File: config.mk
export PLATFORM = sky130hd
export DESIGN_NAME = cache_tag_ctrl
export DESIGN_NICKNAME = d
export VERILOG_FILES = /design/src/rtl/cache_tag_ctrl.sv
export SDC_FILE = /design/constraint.sdc
export NUM_CORES = 1
export LEC_CHECK = 0
export BUFFER_PORTS_ARGS = -buffer_cell sky130_fd_sc_hd__buf_2
export CAP_MARGIN = 20
export CORE_UTILIZATION = 40
export CTS_CLUSTER_DIAMETER = 50
export DETAILED_ROUTE_END_ITERATION = 16
export PLACE_DENSITY = 0.65
export SLEW_MARGIN = 20
export SYNTH_ARGS = -nofsm -noshare
export SYNTH_HDL_FRONTEND = slang
export SYNTH_SLANG_ARGS = --single-unit
File: constraint.sdc
create_clock -name clk -period 3.3 [get_ports clk]
set_clock_uncertainty 0.05 [all_clocks]
set_input_delay 0.66 -clock clk [delete_from_list [all_inputs] [get_ports clk]]
set_output_delay 0.66 -clock clk [all_outputs]
set_load 0.01 [all_outputs]
File: src/rtl/cache_tag_ctrl.sv
// -----------------------------------------------------------------------------
// cache_tag_ctrl
//
// Lookup/refill controller for the 4-entry tag CAM of a 2-way set-associative
// cache. A CPU block request is accepted in IDLE. Its tag is presented to the
// CAM match port, and hit/miss is resolved from the returned match bits,
// filtered by set and by the internal valid bits. A miss runs a main-memory
// refill handshake and then writes the tag into the chosen victim entry.
//
// CAM entry e maps to set e[1], way e[0].
//
// Ports
//   clk        clock, rising edge
//   rst        asynchronous active-high reset
//   cpu_req    request strobe, sampled only while cpu_ready=1
//   cpu_addr   {tag, set, offset}, latched on accept
//   cpu_ready  high exactly when the FSM is in IDLE
//   cpu_done   one-cycle completion pulse
//   cpu_hit    with cpu_done: 1 = hit, 0 = miss (refilled or timed out)
//   cpu_way    with cpu_done: CAM entry index = 2*set + way
//   cpu_err    with cpu_done: refill timed out
//   cam_argin  latched tag, driven to the CAM match port
//   cam_mbits  CAM match bits, combinational from cam_argin
//   cam_din    tag to write into the CAM
//   cam_addrs  CAM entry to write
//   cam_we     one-cycle CAM write strobe
//   mem_req    refill request, held until ack or timeout
//   mem_addr   refill block address {tag, set}
//   mem_ack    refill-complete pulse, honoured only in REFILL
// -----------------------------------------------------------------------------
module cache_tag_ctrl #(
  parameter int TAG_W       = 7,
  parameter int OFF_W       = 2,
  parameter int ADDR_W      = TAG_W + 1 + OFF_W,
  parameter int MEM_TIMEOUT = 255
) (
  input  logic              clk,
  input  logic              rst,
  input  logic              cpu_req,
  input  logic [ADDR_W-1:0] cpu_addr,
  output logic              cpu_ready,
  output logic              cpu_done,
  output logic              cpu_hit,
  output logic [1:0]        cpu_way,
  output logic              cpu_err,
  output logic [TAG_W-1:0]  cam_argin,
  input  logic [3:0]        cam_mbits,
  output logic [TAG_W-1:0]  cam_din,
  output logic [1:0]        cam_addrs,
  output logic              cam_we,
  output logic              mem_req,
  output logic [TAG_W:0]    mem_addr,
  input  logic              mem_ack
);

  localparam int CNT_W = $clog2(MEM_TIMEOUT + 1);

  typedef enum logic [1:0] {
    IDLE,
    LOOKUP,
    REFILL,
    WRITE
  } state_t;

  state_t state, state_nxt;

  // Request context latched on accept.
  logic [TAG_W-1:0] tag_q;
  logic             set_q;

  // Replacement bookkeeping. lru_q[s] names the way to replace next in set s.
  logic [3:0]       valid_q, valid_nxt;
  logic [1:0]       lru_q, lru_nxt;
  logic [1:0]       victim_q, victim_nxt;
  logic [CNT_W-1:0] cnt_q, cnt_nxt;

  // Next values of the registered CPU response.
  logic             done_nxt, hit_nxt, err_nxt;
  logic [1:0]       way_nxt;

  logic             accept;
  logic [3:0]       setmask;
  logic [3:0]       hitvec;
  logic             hit_any;
  logic [1:0]       hit_entry;
  logic             victim_way;
  logic [1:0]       miss_victim;
  logic             timeout;

  // Offset bits select a word inside the block; the tag controller ignores them.
  logic             unused_offset;
  assign unused_offset = ^cpu_addr[OFF_W-1:0];

  assign accept = (state == IDLE) && cpu_req;

  // ---------------------------------------------------------------------------
  // Lookup: match bits from entries outside the request's set, or from entries
  // never written since reset, are stale and must not count as hits.
  // ---------------------------------------------------------------------------
  assign setmask = set_q ? 4'b1100 : 4'b0011;
  assign hitvec  = cam_mbits & valid_q & setmask;
  assign hit_any = |hitvec;

  always_comb begin
    casez (hitvec)
      4'b???1: hit_entry = 2'd0;
      4'b??10: hit_entry = 2'd1;
      4'b?100: hit_entry = 2'd2;
      4'b1000: hit_entry = 2'd3;
      default: hit_entry = 2'd0;
    endcase
  end

  // Victim: fill an invalid way first (way0 before way1), otherwise the LRU way.
  always_comb begin
    if (!valid_q[{set_q, 1'b0}]) begin
      victim_way = 1'b0;
    end else if (!valid_q[{set_q, 1'b1}]) begin
      victim_way = 1'b1;
    end else begin
      victim_way = lru_q[set_q];
    end
  end

  assign miss_victim = {set_q, victim_way};

  // The counter holds the number of REFILL cycles already completed, so the
  // MEM_TIMEOUT-th cycle without an ack is the last one.
  assign timeout = (cnt_q == CNT_W'(MEM_TIMEOUT - 1));

  // ---------------------------------------------------------------------------
  // FSM state register
  // ---------------------------------------------------------------------------
  always_ff @(posedge clk or posedge rst) begin
    if (rst) begin
      state <= IDLE;
    end else begin
      state <= state_nxt;
    end
  end

  // ---------------------------------------------------------------------------
  // FSM next-state and next-value logic
  // ---------------------------------------------------------------------------
  // NOTE: every signal written here gets a default first, so no path through the
  // case statement can leave one unassigned and infer a latch.
  always_comb begin
    state_nxt  = state;
    valid_nxt  = valid_q;
    lru_nxt    = lru_q;
    victim_nxt = victim_q;
    cnt_nxt    = cnt_q;
    done_nxt   = 1'b0;
    hit_nxt    = 1'b0;
    err_nxt    = 1'b0;
    way_nxt    = cpu_way;

    unique case (state)
      IDLE: begin
        if (cpu_req) begin
          state_nxt = LOOKUP;
        end
      end

      LOOKUP: begin
        if (hit_any) begin
          done_nxt       = 1'b1;
          hit_nxt        = 1'b1;
          way_nxt        = hit_entry;
          lru_nxt[set_q] = ~hit_entry[0];
          state_nxt      = IDLE;
        end else begin
          victim_nxt = miss_victim;
          cnt_nxt    = '0;
          state_nxt  = REFILL;
        end
      end

      REFILL: begin
        cnt_nxt = cnt_q + CNT_W'(1);
        // An ack arriving in the timeout cycle still completes the refill.
        if (mem_ack) begin
          state_nxt = WRITE;
        end else if (timeout) begin
          done_nxt  = 1'b1;
          err_nxt   = 1'b1;
          way_nxt   = victim_q;
          state_nxt = IDLE;
        end
      end

      WRITE: begin
        valid_nxt[victim_q] = 1'b1;
        lru_nxt[set_q]      = ~victim_q[0];
        done_nxt            = 1'b1;
        way_nxt             = victim_q;
        state_nxt           = IDLE;
      end

      default: begin
        state_nxt = IDLE;
      end
    endcase
  end

  // ---------------------------------------------------------------------------
  // Datapath and response registers
  // ---------------------------------------------------------------------------
  // NOTE: valid_q must be reset even though it behaves like a small array: the
  // CAM contents after power-up are garbage, and valid is what masks them out.
  always_ff @(posedge clk or posedge rst) begin
    if (rst) begin
      tag_q    <= '0;
      set_q    <= 1'b0;
      valid_q  <= '0;
      lru_q    <= '0;
      victim_q <= '0;
      cnt_q    <= '0;
      cpu_done <= 1'b0;
      cpu_hit  <= 1'b0;
      cpu_err  <= 1'b0;
      cpu_way  <= '0;
    end else begin
      if (accept) begin
        tag_q <= cpu_addr[ADDR_W-1:OFF_W+1];
        set_q <= cpu_addr[OFF_W];
      end
      valid_q  <= valid_nxt;
      lru_q    <= lru_nxt;
      victim_q <= victim_nxt;
      cnt_q    <= cnt_nxt;
      cpu_done <= done_nxt;
      cpu_hit  <= hit_nxt;
      cpu_err  <= err_nxt;
      cpu_way  <= way_nxt;
    end
  end

  // ---------------------------------------------------------------------------
  // Outputs decoded from state. The handshake strobes come straight from the
  // state register, so reset removes them asynchronously.
  // ---------------------------------------------------------------------------
  assign cpu_ready = (state == IDLE);
  assign mem_req   = (state == REFILL);
  assign cam_we    = (state == WRITE);
  assign cam_argin = tag_q;
  assign cam_din   = tag_q;
  assign cam_addrs = victim_q;
  assign mem_addr  = {tag_q, set_q};

endmodule

==> flow_summary.toml <==
[outcome]
status = "completed"

[clock_tree]
postCtsHoldBufs = 0
postCtsResizedCells = 0
htreeDepth = 2
cts_tree = "done"
cts_root_buf = "clkbuf_8"
clk_path_buf_depth = 2
cts_buffers = 5
cts.clk_slew.worst_paths_ns = 0.07
postCtsSetupBuffers = 0
cts.sinks = 31
clk_latency_ns = 0.28

[yosys]
synth_top_area_share_pct = 50.2
synth_cell_types = 35
yosys_register_bits = 31
synthArstFlopShare_pct = 100
syn_area_sq_mm = 0.00155
syn_avg_cell_area_sq_um = 10.7
synth_ff_type = "dfrtp_1"
synth_cells = 145
synth_area_leaders = "dfrtp_1 50%, mux2_2 8.0%, buf_4 7.8%"
syn-num-nets = 165
synth_edf_count = 0
synth_seq_area_share_pct = 50.2
ys_warn_count = 0
synth_largest_area_cell = "dfrtp_1"

[routing]
viasPerCell = 5.09
drcViolationCount = 0
vias = 1171
drt_wl_total_microns = 2980
first_pass_iters = 4
wl_per_cell_microns = 13.0
drt_iter0_markers = 48
ant_nets = 0

[run]
max_cap_violations = 0

[final_layout]
final_cell_mix = "47 x buf_2, 31 x dfrtp_1, 13 x nand2_1, 11 x mux2_2, 11 x o21ai_0"
fill_cells = 362
flow.area_growth_from_synthesis_pct = 16.6
regArea_sq_um = 776
drive_gt1_share_pct = 39.6
multi_input_area_sq_um = 594
mostFrequentLayoutCell = "buf_2"
fin_nets = 201
num_antenna_cells = 0

[setup_path]
critPathMaxFanout = 12
path_class = "flop to output pin"
end_kind = "output pin"
r2r_slack_ns = 1.48
arrival_ns = 1.50
cp_data_required_time_ns = 2.59
start_kind = "flop"

[place]
place_hpwl_microns = 2200
port_buffers = 47
place_ws_ns = 1.13
gp_congestion = 0.849

[timing]
hold_violations = 0
max_freq_mhz = 452
final-setup-viol-count = 0
rsz0062_at_grt = "no"
max_slew_margin_pct = 72.4
tightest_slew_ns = 0.413
period_share_pct = 67.0
setup_ws_ns = 1.09
fin_crit_ns = 2.21
slew_violations = 0
tns_ns = 0

[pwr]
power_per_cell_area_mw_per_mm2 = 927
leakagePower_nw = 0.875
vdd_drop_max_uv = 338

[grt]
grtUsageTotal_pct = 16.5
grt_pass1_vias = 1098
antenna_found_initial = 0
grt_pass1_wl_microns = 5080
grt_max_degree = 32
overflow = 0

[floorplanning]
rows = 22
die_area_sq_mm = 0.00412
die_h_microns = 64.2
io_pins = 50
core-area_sq_mm = 0.00369
start_util_pct = 41.9
die_w_microns = 64.2

[worst_hold_path]
holdCritPathClass = "input port to asynchronous set/reset pin"
final cells by class:
type | count | area share, %
clock buffer | 5 | 3.82
clock inverter | 3 | 0.833
inverter | 10 | 2.08
multi-input combinational | 84 | 33.0
sequential | 31 | 43.1
tap | 48 | 3.33
timing repair buffer | 49 | 13.9
synthesized netlist by cell type, types with 2 or more instances:
cell type / instances
o21ai_0: 11
or3_1: 2
ha_1: 2
o31ai_1: 4
inv_1: 9
o211ai_1: 9
nor2_1: 3
mux2_4: 2
nand2_1: 13
nor4_1: 2
mux2_2: 11
nand3_1: 3
a21oi_1: 2
and2_1: 2
o22ai_1: 2
clkbuf_1: 2
dfrtp_1: 31
buf_4: 16
buf_2: 2
a211oi_1: 2
worst max-delay path: stages (launching register included):
cell and delay, ns:
dfrtp_1 0.56, nand2b_1 0.32, inv_1 0.19, buf_2 0.15
power breakdown:
| part | internal, mW | switching [mW] | leakage (nW) |
|---|---|---|---|
| clock | 0.144 | 0.138 | 0.0477 |
| sequential | 0.529 | 0.155 | 0.381 |
| combinational | 0.334 | 0.373 | 0.446 |
| total | 1.01 | 0.665 | 0.875 |
metrics by stage:
stage / utilization (%) / power (mW) / hold slack (ns) / cells / cell area (sq um)
3_3_place_gp: 46.6 / 1.38 / 0.437 / 222 / 1720
6_report: 48.8 / 1.67 / 0.392 / 230 / 1800
2_1_floorplan: - / 1.25 / 0.408 / 145 / 1550
3_5_place_dp: 46.6 / 1.40 / 0.444 / 222 / 1720
4_1_cts: 48.8 / 1.69 / 0.401 / 230 / 1800
5_1_grt: 48.8 / 1.81 / 0.424 / 230 / 1800
final timing paths:
path                            startpoint    endpoint  depth (start not counted)
worst max-delay path              state[1]     mem_req                          3
worst min-delay path                   rst    cnt_q[7]                          3
worst max register to register  valid_q[2]  cpu_way[0]                          5
worst min register to register    cnt_q[7]    cnt_q[7]                          1
max in group asynchronous              rst       set_q                          3
min in group clk                  cnt_q[7]    cnt_q[7]                          1
per-layer routing:
layer	track usage, %	up-vias	wire (microns)
met5	0	-	0
met4	6.67	0	44
met3	5.71	4	205
met2	27.9	51	1470
met1	18.9	543	1270
li1	-	573	-
sequential cells by signal, summed over array words and instances, names as in the netlist:
register	cells
cam_addrs	2
lru_q	2
cam_argin	7
valid_q	4
set_q	1
cpu_way	2
cpu_hit	1
cpu_done	1
cpu_err	1
state	2
cnt_q	8
kinds of logic after synthesis:
family	count (synthesis)	share of synthesized area (%)
DFF	31	50.2
muxes	13	9.96
and+or+nand+nor	32	10.4
adders and majority gates	2	1.62
buffers and inverters	30	11.3
AOI/OAI and AO/OA	36	15.9
xor gates and xnor gates	1	0.567
Power figures use the tool's default switching activity.
